File: src/rtl/dest_pipe_pkg.sv
// Shared definitions for the destination-register pipeline: address width,
// register count and the per-stage {dest, we} entry format.
package dest_pipe_pkg;

  localparam int unsigned ADDR_W   = 5;
  localparam int unsigned NUM_REGS = 32;

  typedef struct packed {
    logic [ADDR_W-1:0] dest;
    logic              we;
  } dest_entry_t;

endpackage

File: src/rtl/dest_decoder.sv
// Binary-to-one-hot register decode with enable; all-zero when disabled.
module dest_decoder
  import dest_pipe_pkg::*;
#(
  parameter int unsigned SEL_W = ADDR_W
) (
  input  logic [SEL_W-1:0]      i_sel,
  input  logic                  i_en,
  output logic [(2**SEL_W)-1:0] o_onehot
);

  always_comb begin
    o_onehot = '0;
    if (i_en) begin
      o_onehot[i_sel] = 1'b1;
    end
  end

endmodule

File: src/rtl/dest_reg_pipe.sv
// Destination-register pipeline with per-stage decode, pending-write bitmap
// and hazard queries. Optional macro DEST_PIPE_R0_SUPPRESS_EN drops writes to r0.
module dest_reg_pipe #(
  parameter int unsigned STAGES = 3,
  parameter int unsigned ADDR_W = dest_pipe_pkg::ADDR_W
) (
  input  logic                   Clk,
  input  logic                   Rst_n,
  input  logic [ADDR_W-1:0]      Dest_In,
  input  logic                   RegWrite_In,
  input  logic                   Stall,
  input  logic                   Flush,
  input  logic [ADDR_W-1:0]      Rs_Addr,
  input  logic [ADDR_W-1:0]      Rt_Addr,
  output logic [ADDR_W-1:0]      WB_Dest,
  output logic                   WB_We,
  output logic [(2**ADDR_W)-1:0] WB_OneHot,
  output logic [(2**ADDR_W)-1:0] Busy,
  output logic                   Rs_Hit,
  output logic                   Rt_Hit
);

  localparam int unsigned NREG = 2**ADDR_W;

  typedef struct packed {
    logic [ADDR_W-1:0] dest;
    logic              we;
  } stage_t;

  stage_t          r_stage [STAGES];
  stage_t          w_entry;
  logic [NREG-1:0] w_dec   [STAGES];

  always_comb begin
    w_entry.dest = Dest_In;
`ifdef DEST_PIPE_R0_SUPPRESS_EN
    w_entry.we   = RegWrite_In && (Dest_In != '0);
`else
    w_entry.we   = RegWrite_In;
`endif
  end

  // Flush only ever affects stage 0, whether or not the pipe is stalled.
  always_ff @(posedge Clk or negedge Rst_n) begin
    if (!Rst_n) begin
      for (int unsigned i = 0; i < STAGES; i++) begin
        r_stage[i] <= '0;
      end
    end else if (!Stall) begin
      r_stage[0] <= Flush ? '0 : w_entry;
      for (int unsigned i = 1; i < STAGES; i++) begin
        r_stage[i] <= r_stage[i-1];
      end
    end else if (Flush) begin
      r_stage[0] <= '0;
    end
  end

  for (genvar s = 0; s < STAGES; s++) begin : g_dec
    dest_decoder #(
      .SEL_W (ADDR_W)
    ) u_dec (
      .i_sel    (r_stage[s].dest),
      .i_en     (r_stage[s].we),
      .o_onehot (w_dec[s])
    );
  end

  always_comb begin
    Busy = '0;
    for (int unsigned i = 0; i < STAGES; i++) begin
      Busy = Busy | w_dec[i];
    end
  end

  assign WB_Dest   = r_stage[STAGES-1].dest;
  assign WB_We     = r_stage[STAGES-1].we;
  assign WB_OneHot = w_dec[STAGES-1];
  assign Rs_Hit    = Busy[Rs_Addr];
  assign Rt_Hit    = Busy[Rt_Addr];

endmodule

File: config.mk
export PLATFORM = sky130hd
export DESIGN_NAME = dest_reg_pipe
export DESIGN_NICKNAME = d
export VERILOG_FILES = /design/src/rtl/dest_pipe_pkg.sv /design/src/rtl/dest_decoder.sv /design/src/rtl/dest_reg_pipe.sv
export SDC_FILE = /design/constraint.sdc
export NUM_CORES = 1
export LEC_CHECK = 0
export BUFFER_PORTS_ARGS = -buffer_cell sky130_fd_sc_hd__buf_2
export CORE_ASPECT_RATIO = 0.75
export CORE_MARGIN = 4
export CORE_UTILIZATION = 53
export CTS_CLUSTER_SIZE = 14
export DETAILED_ROUTE_END_ITERATION = 10
export GPL_TIMING_DRIVEN = 0
export PLACE_DENSITY = 0.95
export SLEW_MARGIN = 20
export SYNTH_ARGS = -nofsm -noshare
export SYNTH_HDL_FRONTEND = slang
export SYNTH_SLANG_ARGS = --single-unit
export TNS_END_PERCENT = 5
File: constraint.sdc
create_clock -name Clk -period 5.11 [get_ports Clk]
set_input_delay 0.2555 -clock Clk [delete_from_list [all_inputs] [get_ports Clk]]
set_output_delay 0.2555 -clock Clk [all_outputs]
set_load 0.05 [all_outputs]
==> results of run 1 <==
[per-stage QoR]
step                power [W]  setup slack (ns)  instance area (um^2)
finish               0.000474              2.10                  2780
global placement     0.000366              2.43                  2730
CTS                  0.000467              2.19                  2780
detailed placement   0.000371              2.46                  2730
floorplan            0.000316             0.631                  2220
global route         0.000493              1.90                  2780
[layout by cell type (no fill, tap or decap), types with 10 or more instances in the layout]
cell type | Yosys | final
sky130_fd_sc_hd__buf_2 | 10 | 98
sky130_fd_sc_hd__nor2_1 | 51 | 51
sky130_fd_sc_hd__o22ai_1 | 36 | 36
sky130_fd_sc_hd__dfrtp_1 | 18 | 18
sky130_fd_sc_hd__or2_2 | 18 | 18
sky130_fd_sc_hd__inv_1 | 15 | 15
sky130_fd_sc_hd__mux2_2 | 12 | 12
sky130_fd_sc_hd__nand3b_1 | 11 | 11
sky130_fd_sc_hd__o21ai_0 | 11 | 11
sky130_fd_sc_hd__nor3_1 | 10 | 10
[sequential cells by signal, summed over array words and instances, names as in the netlist]
register,count
r_stage,12
WB_Dest,5
WB_We,1
[cell families (layout without fill, tap and decap cells)]
| family | count (synthesis) | in the layout | synth area share [%] |
|---|---|---|---|
| flops | 18 | 18 | 20.3 |
| buf+inv | 34 | 126 | 6.38 |
| compound gates | 80 | 80 | 26.3 |
| simple gates | 139 | 139 | 36.1 |
| mux | 20 | 20 | 10.8 |
[cell type report]
type                       instances  area [um^2]
buffer                            19         85.1
clock buffer                       3         41.3
fill                             364         1280
inverter                          15         56.3
multi-input combinational        239         1620
sequential                        18          450
tap                               55         68.8
timing repair buffer              89          450
[where the power goes]
group | switching [W] | internal [W] | leakage (nW)
combinational | 0.000137 | 0.0000646 | 1.15
sequential | 0.0000203 | 0.000154 | 0.239
clock | 0.0000451 | 0.0000524 | 0.0216
total | 0.000203 | 0.000271 | 1.41
[how the worst max path moves through the flow]
stage,depth (start not counted),to,slack [ns]
2_1_floorplan,7,Rs_Hit,0.63
5_1_grt,7,Rs_Hit,1.90
4_1_cts,8,Rs_Hit,2.19
3_5_place_dp,8,Rt_Hit,2.46
3_3_place_gp,8,Rs_Hit,2.43
6_report,7,Rs_Hit,2.10
[synthesized netlist by cell type, types with 2 or more instances]
master	count
sky130_fd_sc_hd__o221ai_1	2
sky130_fd_sc_hd__dfrtp_1	18
sky130_fd_sc_hd__or3b_1	7
sky130_fd_sc_hd__a2111oi_0	4
sky130_fd_sc_hd__a311o_1	2
sky130_fd_sc_hd__nand2b_1	3
sky130_fd_sc_hd__o22ai_1	36
sky130_fd_sc_hd__clkbuf_1	7
sky130_fd_sc_hd__inv_1	15
sky130_fd_sc_hd__o311ai_1	3
sky130_fd_sc_hd__mux2i_1	6
sky130_fd_sc_hd__o32ai_1	2
sky130_fd_sc_hd__nand2_1	6
sky130_fd_sc_hd__a221oi_1	4
sky130_fd_sc_hd__or3_1	3
sky130_fd_sc_hd__nor4_1	3
sky130_fd_sc_hd__or2_1	2
sky130_fd_sc_hd__nand3b_1	11
sky130_fd_sc_hd__or3b_2	4
sky130_fd_sc_hd__o21ai_0	11
sky130_fd_sc_hd__mux4_2	2
sky130_fd_sc_hd__a211oi_1	3
sky130_fd_sc_hd__o211ai_1	2
sky130_fd_sc_hd__a221o_1	4
sky130_fd_sc_hd__nand3_1	5
sky130_fd_sc_hd__and2_1	2
sky130_fd_sc_hd__o311ai_0	3
sky130_fd_sc_hd__nor3b_1	4
sky130_fd_sc_hd__or2_2	18
sky130_fd_sc_hd__mux2_2	12
sky130_fd_sc_hd__nor2_1	51
sky130_fd_sc_hd__nand3b_2	3
sky130_fd_sc_hd__buf_2	10
sky130_fd_sc_hd__nor3_1	10
sky130_fd_sc_hd__nor2_2	2
[layer usage]
layer | part of all wire (%) | global-route usage (%) | vias up
li1 | - | - | 1299
met5 | 0 | 0 | -
met4 | 2.3 | 7.35 | 0
met3 | 14 | 7.75 | 36
met2 | 41 | 48.1 | 273
met1 | 42 | 47.5 | 1358
==> flow_metrics.env, run 1 <==
export IMPL_run_status="finished, final reports clean"
export IMPL_postRouteAntennaNets=0
export IMPL_die_area_um2=5290
export IMPL_timing_critical_path_max_delay_family="simple AND/OR/NAND/NOR gates"
export IMPL_grt_max_degree=19
export IMPL_max_clock_path_buffers=2
export IMPL_cp_common_cell="sky130_fd_sc_hd__nor4_1"
export IMPL_place_inst=434
export IMPL_finalCritPeriodShare_pct=58.8
export IMPL_cts_root_buf="sky130_fd_sc_hd__clkbuf_8"
export IMPL_min_delay_path_depth=2
export IMPL_cts_inserted_buffers=3
export IMPL_rsz0062_at_grt="no"
export IMPL_post_route_cells_drive_above_1_share_pct=39.2
export IMPL_worst_setup_hold_path_clk_slew_ns=0.07
export IMPL_antenna_violations_before_repair=0
export IMPL_drt_first_pass_iters=5
export IMPL_synthesis_yosys_warnings=0
export IMPL_postCtsHoldBufs=1
export IMPL_reg2reg_from="WB_Dest[2]$_DFFE_PN0N_"
export IMPL_antenna_cells_inserted=0
export IMPL_worst_slew_pin_transition_ns=0.635
export IMPL_clock_tree_from_tritoncts="done"
export IMPL_total_power_divided_by_cell_area_nw_per_um2=171
export IMPL_synth_seq_cells=18
export IMPL_fin_cells=438
export IMPL_count_of_h_tree_levels_built_during_cts=1
export IMPL_yosys_area_top_type="sky130_fd_sc_hd__dfrtp_1"
export IMPL_synth_enable_flop_cells=0
export IMPL_drt_total_wl_um=8710
export IMPL_critPathMaxStageDelay_ns=0.47
export IMPL_worstReg2RegEnd="WB_Dest[2]$_DFFE_PN0N_"
export IMPL_timing_max_transition_violations_final=0
export IMPL_slew_limit_headroom_pct=57.6
export IMPL_netlist_area_um2=2220
export IMPL_worst_r2r_setup_slack_ns=4.13
export IMPL_design_final_nets=405
export IMPL_crit_fanout=8
export IMPL_proportion_of_netlist_area_held_by_the_largest_area_contributor_pct=20.3
export IMPL_gpl_final_weighted_congestion=0.987
export IMPL_drv_max_cap_violation_count=0
export IMPL_critical_path_launch_point="WB_Dest[0]$_DFFE_PN0N_"
export IMPL_wire_per_inst_um=19.9
export IMPL_clock_skews_ns=0.00408
export IMPL_register_area_share_after_synthesis_pct=20.3
export IMPL_min_delay_start="Flush"
export IMPL_mappedNetlistNets=311
export IMPL_p_leak_nw=1.41
export IMPL_via_count=2966
export IMPL_postCtsResizedCells=0
export IMPL_kind_of_end_point_of_the_critical_path="output port"
export IMPL_critPathKind="reg2out"
export IMPL_synth_distinct_cells=46
export IMPL_chipHeight_um=64.0
export IMPL_syn_area_per_cell_um2=7.61
export IMPL_worst_path_buf_inv=1
export IMPL_setup_violations_final=0
export IMPL_quantity_of_i_o_buffers_inserted_on_ports=88
export IMPL_final_core_utilization_pct=68.5
export IMPL_synth_flop_cell="sky130_fd_sc_hd__dfrtp_1"
export IMPL_postCtsSetupBuffers=0
export IMPL_period_needed_ns=3.01
export IMPL_core_area_um2=4050
export IMPL_postSynth_asyncResetShare_pct=100
export IMPL_detail_route_vias_per_cell=6.77
export IMPL_grt_pass1_wl_um=13500
export IMPL_setup_tns_final_ns=0
export IMPL_whs_ns=0.236
export IMPL_ir_worst_vdd_mv=0.172
export IMPL_dieWidth_um=82.7
export IMPL_holdPathEnd="r_stage[12]$_DFFE_PN0P_"
export IMPL_residual_drc=0
export IMPL_vias_in_the_first_global_route=2683
export IMPL_clock_sinks=18
export IMPL_yosys_top_cells_area="sky130_fd_sc_hd__dfrtp_1 20%, sky130_fd_sc_hd__o22ai_1 10%, sky130_fd_sc_hd__nor2_1 8.6%"
export IMPL_grtUsageTotal_pct=32.5
export IMPL_cp_data_required_time_ns=4.85
export IMPL_place_hpwl_um=6840
export IMPL_floorplan_initialDensity_pct=54.7
export IMPL_finalHoldViolations=0
export IMPL_postSynthCellCount=291
export IMPL_gr_total_overflow=0
export IMPL_min_delay_path_class="in2reg"
export IMPL_timing_fmax_mhz=333
export IMPL_clk_latency_ns=0.25
export IMPL_path_cells="nand3b_1 -> nor2_1 -> nor3_1 -> a2111oi_0 -> nor4_1 -> nor4_1 -> buf_2"
export IMPL_floorplan_rows=20
export IMPL_boundaryPins=92
export IMPL_worst_r2r_path_depth=1
export IMPL_cp_data_arrival_time_ns=2.75
export IMPL_critical_path_startpoint_category="flip-flop"
export IMPL_drt_initial_drc_count=536
export IMPL_crit_slowest_cell="sky130_fd_sc_hd__nand3b_1"
export IMPL_area_growth_pct=25.3
Power figures use the tool's default switching activity.
==> run 2, diff against run 1 <==
--- a/config.mk
+++ b/config.mk
@@ -8,11 +8,11 @@
 export BUFFER_PORTS_ARGS = -buffer_cell sky130_fd_sc_hd__buf_2
 export CORE_ASPECT_RATIO = 0.75
 export CORE_MARGIN = 4
-export CORE_UTILIZATION = 53
+export CORE_UTILIZATION = 49
 export CTS_CLUSTER_SIZE = 14
 export DETAILED_ROUTE_END_ITERATION = 10
 export GPL_TIMING_DRIVEN = 0
-export PLACE_DENSITY = 0.95
+export PLACE_DENSITY = 0.9
 export SLEW_MARGIN = 20
 export SYNTH_ARGS = -nofsm -noshare
 export SYNTH_HDL_FRONTEND = slang
==> constraint.sdc (replaced) <==
create_clock -name Clk -period 2.9 [get_ports Clk]
set_input_delay 0.145 -clock Clk [delete_from_list [all_inputs] [get_ports Clk]]
set_output_delay 0.145 -clock Clk [all_outputs]
set_load 0.05 [all_outputs]
==> run 2 against run 1 <==
  * Clock skew down 0.0029 ns
  * Non-clock buffer count up 3
  * Design area increased by 9.8%
  * Worst hold slack got worse by 0.11 ns
  * Register-to-register slack got worse by 2.2 ns
  * Wire length is 0.72% lower
  * Sequential power rose by 78%
  * Die area up 7.3%
  * Clock power rose by 83%
  * Highest routed layer unchanged
  * Critical path depth rose by 1
  * Sequential cell count is the same
==> flow_metrics.env, run 2 (same netlist as run 1, synthesis figures left out) <==
export IMPL_run_status="finished, final reports clean"
export IMPL_area_growth_pct=37.5
export IMPL_place_hpwl_um=6870
export IMPL_clock_sinks=18
export IMPL_floorplan_rows=20
export IMPL_setup_slack_ns=0.0562
export IMPL_ir_worst_vdd_mv=0.237
export IMPL_antenna_cells_inserted=0
export IMPL_grt_max_degree=19
export IMPL_grtUsageTotal_pct=30.6
export IMPL_residual_drc=0
export IMPL_crit_fanout=10
export IMPL_post_route_cells_drive_above_1_share_pct=49.6
export IMPL_highest_layer="met4"
export IMPL_p_leak_nw=1.44
export IMPL_number_of_flip_flops_in_the_largest_register=12
export IMPL_drt_initial_drc_count=360
export IMPL_dr_wl_met2_um=3650
export IMPL_worst_r2r_path_depth=2
export IMPL_timing_max_transition_violations_final=0
export IMPL_clock_tree_from_tritoncts="done"
export IMPL_timing_fmax_mhz=352
export IMPL_die_area_um2=5670
export IMPL_critPathKind="reg2out"
export IMPL_slew_limit_headroom_pct=58.6
export IMPL_setup_tns_final_ns=0
export IMPL_finalHoldViolations=0
export IMPL_drv_max_cap_violation_count=0
export IMPL_min_delay_path_depth=2
export IMPL_design_final_nets=408
export IMPL_quantity_of_i_o_buffers_inserted_on_ports=88
export IMPL_gpl_final_weighted_congestion=1.00
export IMPL_cts_root_buf="sky130_fd_sc_hd__clkbuf_8"
export IMPL_clock_skews_ns=0.00117
export IMPL_rsz0062_at_grt="yes"
export IMPL_dp_slack_ns=0.112
export IMPL_min_delay_path_class="in2reg"
export IMPL_drt_first_pass_iters=5
export IMPL_grt_pass1_wl_um=13900
export IMPL_most_common_layout_cells="96 x sky130_fd_sc_hd__buf_2, 35 x sky130_fd_sc_hd__o22ai_1, 28 x sky130_fd_sc_hd__nor2_1, 16 x sky130_fd_sc_hd__or2_2"
export IMPL_boundaryPins=92
export IMPL_dr_wl_met3_um=1110
export IMPL_wire_per_inst_um=19.6
export IMPL_max_clock_path_buffers=2
export IMPL_period_needed_ns=2.84
export IMPL_cp_data_required_time_ns=2.76
export IMPL_critPathMaxStageDelay_ns=0.52
export IMPL_drt_total_wl_um=8640
export IMPL_chipHeight_um=66.2
export IMPL_antenna_violations_before_repair=0
export IMPL_clk_latency_ns=0.25
export IMPL_detail_route_vias_per_cell=6.62
export IMPL_setup_violations_final=0
export IMPL_count_of_h_tree_levels_built_during_cts=1
export IMPL_worst_slew_pin_transition_ns=0.621
export IMPL_cts_inserted_buffers=3
export IMPL_filler_cell_count=335
export IMPL_critical_path_startpoint_category="flip-flop"
export IMPL_floorplan_initialDensity_pct=52.7
export IMPL_core_area_um2=4200
export IMPL_worst_r2r_setup_slack_ns=1.95
export IMPL_layout_commonest_cell="sky130_fd_sc_hd__buf_2"
export IMPL_most_flop_heavy_register="r_stage"
export IMPL_crit_slowest_cell="sky130_fd_sc_hd__or3b_2"
export IMPL_dieWidth_um=85.7
export IMPL_met1_length_um=3700
export IMPL_finalCritPeriodShare_pct=98.1
export IMPL_vias_in_the_first_global_route=2722
export IMPL_worst_setup_hold_path_clk_slew_ns=0.06
export IMPL_cp_data_arrival_time_ns=2.70
export IMPL_total_power_divided_by_cell_area_nw_per_um2=288
export IMPL_kind_of_end_point_of_the_critical_path="output port"
export IMPL_path_cells="buf_2 -> or3b_2 -> o22ai_2 -> nor3b_1 -> o311ai_1 -> a221oi_2 -> nor4_4 -> buf_4"
export IMPL_gr_total_overflow=0
export IMPL_via_count=2928
export IMPL_postRouteAntennaNets=0
## run 2: cell type report
type	count	area, um^2	share of cell area, %
clock buffers	4	45.0	1.48
repair buffers	92	490	16.1
inverters	15	56.3	1.85
well taps	55	68.8	2.26
plain buffers	19	85.1	2.79
flip-flops and latches	18	458	15.0
multi-input cells	239	1840	60.5
## run 2: report_power, final
| part | switching, W | internal (W) |
|---|---|---|
| logic | 0.000263 | 0.000127 |
| registers | 0.0000364 | 0.000274 |
| clock network | 0.0000804 | 0.0000976 |
| total | 0.000380 | 0.000498 |
## run 2: through the flow
stage / total power (W) / cells / cell area (um^2) / hold WS, ns / util [%]
after floorplan: 0.000589 / 291 / 2400 / -0.151 / -
after global placement: 0.000677 / 434 / 2910 / 0.0874 / 69.3
after detailed placement: 0.000683 / 434 / 2910 / 0.0930 / 69.3
after CTS: 0.000870 / 442 / 3020 / 0.128 / 71.9
after global routing: 0.000925 / 442 / 3050 / 0.130 / 72.5
final: 0.000878 / 442 / 3050 / 0.128 / 72.5
## run 2: worst max-delay path, delay by kind of cell (launching register included)
| kind | cells | cell delay [ns] |
|---|---|---|
| AND/OR/NAND/NOR | 3 | 0.88 |
| buffers and inverters | 2 | 0.44 |
| AO/OA/AOI/OAI | 3 | 0.77 |
| flip-flops | 1 | 0.35 |
## run 2: metal layers
layer / vias up / GRT usage (%)
met1: 1352 / 44.9
met4: 0 / 8.50
met5: - / 0
met3: 26 / 4.86
met2: 242 / 45.9
li1: 1308 / -
## run 2: final timing paths
| check | from | to |
|---|---|---|
| setup / recovery | r_stage[15]$_DFFE_PN0P_ | Rt_Hit |
| hold / removal | Flush | r_stage[16]$_DFFE_PN0P_ |
| setup reg to reg | r_stage[15]$_DFFE_PN0P_ | r_stage[9]$_DFFE_PN0N_ |
| hold reg to reg | WB_Dest[1]$_DFFE_PN0N_ | WB_Dest[1]$_DFFE_PN0N_ |
| max in group asynchronous | Rst_n | WB_Dest[1]$_DFFE_PN0N_ |
| min in group asynchronous | Rst_n | r_stage[16]$_DFFE_PN0P_ |
## run 2: repair_timing
action                     in CTS  in global routing
setup endpoints to repair       2                  2
buffers inserted                3                  0
gates resized for setup         4                  6
pin swaps                       1                  0
hold buffers                    1                  0
hold endpoints to repair       18                  0
==> run 3, diff against run 2 <==
--- a/config.mk
+++ b/config.mk
@@ -11,7 +11,6 @@
 export CORE_UTILIZATION = 49
 export CTS_CLUSTER_SIZE = 14
 export DETAILED_ROUTE_END_ITERATION = 10
-export GPL_TIMING_DRIVEN = 0
 export PLACE_DENSITY = 0.9
 export SLEW_MARGIN = 20
 export SYNTH_ARGS = -nofsm -noshare
==> run 3 against run 2 <==
  * Power shrank 0.35%
  * Largest cell class unchanged
  * Clock power is essentially flat
  * Setup slack improved by 0.048 ns
  * Critical endpoint unchanged
  * Register-to-register slack better by 0.02 ns
  * Wire length rose by 0.86%
==> flow_metrics.env, run 3 (same netlist as run 1, synthesis figures left out) <==
export IMPL_finalHoldViolations=0
export IMPL_vias_in_the_first_global_route=2605
export IMPL_gpl_final_weighted_congestion=1.00
export IMPL_clk_latency_ns=0.25
export IMPL_cts_inserted_buffers=3
export IMPL_worst_setup_hold_path_clk_slew_ns=0.07
export IMPL_detail_route_vias_per_cell=6.60
export IMPL_drt_initial_drc_count=482
export IMPL_pwr_share_comb_pct=42.9
export IMPL_path_cells="or3b_1 -> o22ai_1 -> or2_4 -> mux4_2 -> a2111oi_4 -> nor4_4 -> clkbuf_4"
export IMPL_grtUsageTotal_pct=30.3
export IMPL_p_leak_nw=1.42
export IMPL_top_usage_layer="met2"
export IMPL_place_inst=422
export IMPL_slew_limit_headroom_pct=57.7
export IMPL_switching_power_share_of_the_total_pct=43.3
export IMPL_chipHeight_um=66.2
export IMPL_grt_met2_usage_pct=45.4
export IMPL_total_power_divided_by_cell_area_nw_per_um2=289
export IMPL_timing_fmax_mhz=358
export IMPL_max_clock_path_buffers=2
export IMPL_finalCritPeriodShare_pct=96.4
export IMPL_via_count=2838
export IMPL_count_of_h_tree_levels_built_during_cts=1
export IMPL_critPathMaxStageDelay_ns=0.52
export IMPL_timing_max_transition_violations_final=0
export IMPL_clock_skews_ns=0.000567
export IMPL_net_switching_power_w=0.000379
export IMPL_cp_data_required_time_ns=2.76
export IMPL_grt_met3_usage_pct=6.85
export IMPL_clock_sinks=18
export IMPL_antenna_violations_before_repair=0
export IMPL_drt_first_pass_iters=5
export IMPL_drv_max_cap_violation_count=0
export IMPL_residual_drc=0
export IMPL_floorplan_rows=20
export IMPL_clock_power_share_pct=20.6
export IMPL_critical_path_startpoint_category="flip-flop"
export IMPL_postRouteAntennaNets=0
export IMPL_clock_tree_from_tritoncts="done"
export IMPL_post_route_cells_drive_above_1_share_pct=52.5
export IMPL_dieWidth_um=85.7
export IMPL_whs_ns=0.126
export IMPL_grt_max_degree=19
export IMPL_antenna_cells_inserted=0
export IMPL_power_report_internal_total_w=0.000496
export IMPL_gr_usage_met1_pct=44.5
export IMPL_drt_total_wl_um=8720
export IMPL_quantity_of_i_o_buffers_inserted_on_ports=91
export IMPL_place_hpwl_um=6890
export IMPL_worst_slew_pin_transition_ns=0.629
export IMPL_run_status="finished, final reports clean"
export IMPL_wire_per_inst_um=20.3
export IMPL_period_needed_ns=2.80
export IMPL_design_final_nets=396
export IMPL_cts_root_buf="sky130_fd_sc_hd__clkbuf_8"
export IMPL_setup_violations_final=0
export IMPL_number_of_flip_flops_in_the_largest_register=12
export IMPL_ir_worst_vdd_mv=0.404
export IMPL_grt_pass1_wl_um=13700
export IMPL_boundaryPins=92
export IMPL_core_area_um2=4200
export IMPL_most_common_layout_cells="89 x sky130_fd_sc_hd__buf_2, 30 x sky130_fd_sc_hd__o22ai_1, 28 x sky130_fd_sc_hd__nor2_1, 16 x sky130_fd_sc_hd__or2_2"
export IMPL_sequentialPowerShare_pct=36.5
export IMPL_min_delay_path_class="in2reg"
export IMPL_area_growth_pct=36.8
export IMPL_crit_slowest_cell="sky130_fd_sc_hd__mux4_2"
export IMPL_floorplan_initialDensity_pct=52.7
export IMPL_most_flop_heavy_register="r_stage"
export IMPL_final_core_utilization_pct=72.1
export IMPL_fin_cells=430
export IMPL_cp_data_arrival_time_ns=2.65
export IMPL_layout_commonest_cell="sky130_fd_sc_hd__buf_2"
export IMPL_kind_of_end_point_of_the_critical_path="output port"
export IMPL_die_area_um2=5670
export IMPL_gr_total_overflow=0
export IMPL_crit_fanout=10
export IMPL_critPathKind="reg2out"
run 3: changes by cell type in the layout (fill, tap and decap cells not counted), sizes merged:
cell and change:
buf -6, clkbuf -6
run 3: critical path, delay by kind of cell, from the launching register on:
family          cells  cell delay (ns)
buf+inv             1             0.23
compound gates      2             0.53
flops               1             0.47
mux                 1             0.52
simple gates        3             0.64
run 3: final cells by class:
cell class	instances	area [um^2]
timing repair buffer	99	523
sequential	18	460
clock buffer	4	45.0
multi-input combinational	239	1880
inverter	15	56.3
fill	359	1170
tap	55	68.8
run 3: final timing paths:
check	from	to	slack (ns)	cells after the start
worst min register to register	WB_Dest[1]$_DFFE_PN0N_	WB_Dest[1]$_DFFE_PN0N_	0.60	1
worst max register to register	WB_Dest[4]$_DFFE_PN0N_	WB_Dest[4]$_DFFE_PN0N_	1.97	1
max in group asynchronous	Rst_n	r_stage[17]$_DFFE_PN0P_	2.23	2
worst min-delay path	RegWrite_In	r_stage[12]$_DFFE_PN0P_	0.13	3
min in group asynchronous	Rst_n	r_stage[6]$_DFFE_PN0N_	0.36	2
worst max-delay path	r_stage[16]$_DFFE_PN0P_	Rt_Hit	0.10	7
run 3: stage by stage:
step / worst slack, ns / TNS (ns) / total power [W] / cell area, um^2
6_report: 0.104 / 0 / 0.000875 / 3030
3_3_place_gp: 0.306 / 0 / 0.000667 / 2870
5_1_grt: -0.0251 / -0.0251 / 0.000920 / 3030
2_1_floorplan: -0.150 / -0.297 / 0.000589 / 2400
3_5_place_dp: 0.229 / 0 / 0.000673 / 2870
4_1_cts: 0.0341 / 0 / 0.000855 / 2930
run 3: power groups by stage:
| stage | registers [W] | clock network [W] | logic, W |
|---|---|---|---|
| finish | 0.000319 | 0.000181 | 0.000375 |
| global route | 0.000325 | 0.000199 | 0.000396 |
| CTS | 0.000316 | 0.000184 | 0.000355 |
| detailed placement | 0.000321 | 0 | 0.000352 |
| global placement | 0.000316 | 0 | 0.000351 |
| floorplan | 0.000334 | 0 | 0.000255 |
run 3: per-layer routing:
| metal | vias up | part of all wire [%] | wire length (um) |
|---|---|---|---|
| met4 | 0 | 0.93 | 81 |
| met5 | - | 0 | 0 |
| met2 | 220 | 43 | 3770 |
| li1 | 1287 | - | - |
| met3 | 11 | 13 | 1150 |
| met1 | 1320 | 43 | 3720 |
run 3: what timing repair did:
| item | 4_1_cts | 5_1_grt |
|---|---|---|
| hold buffers | 1 | 0 |
| endpoints found under the setup margin | 1 | 2 |
| buffers inserted | 0 | 3 |
| endpoints found under the hold margin | 18 | 0 |
| resized for setup | 1 | 18 |
| pin swaps | 0 | 1 |
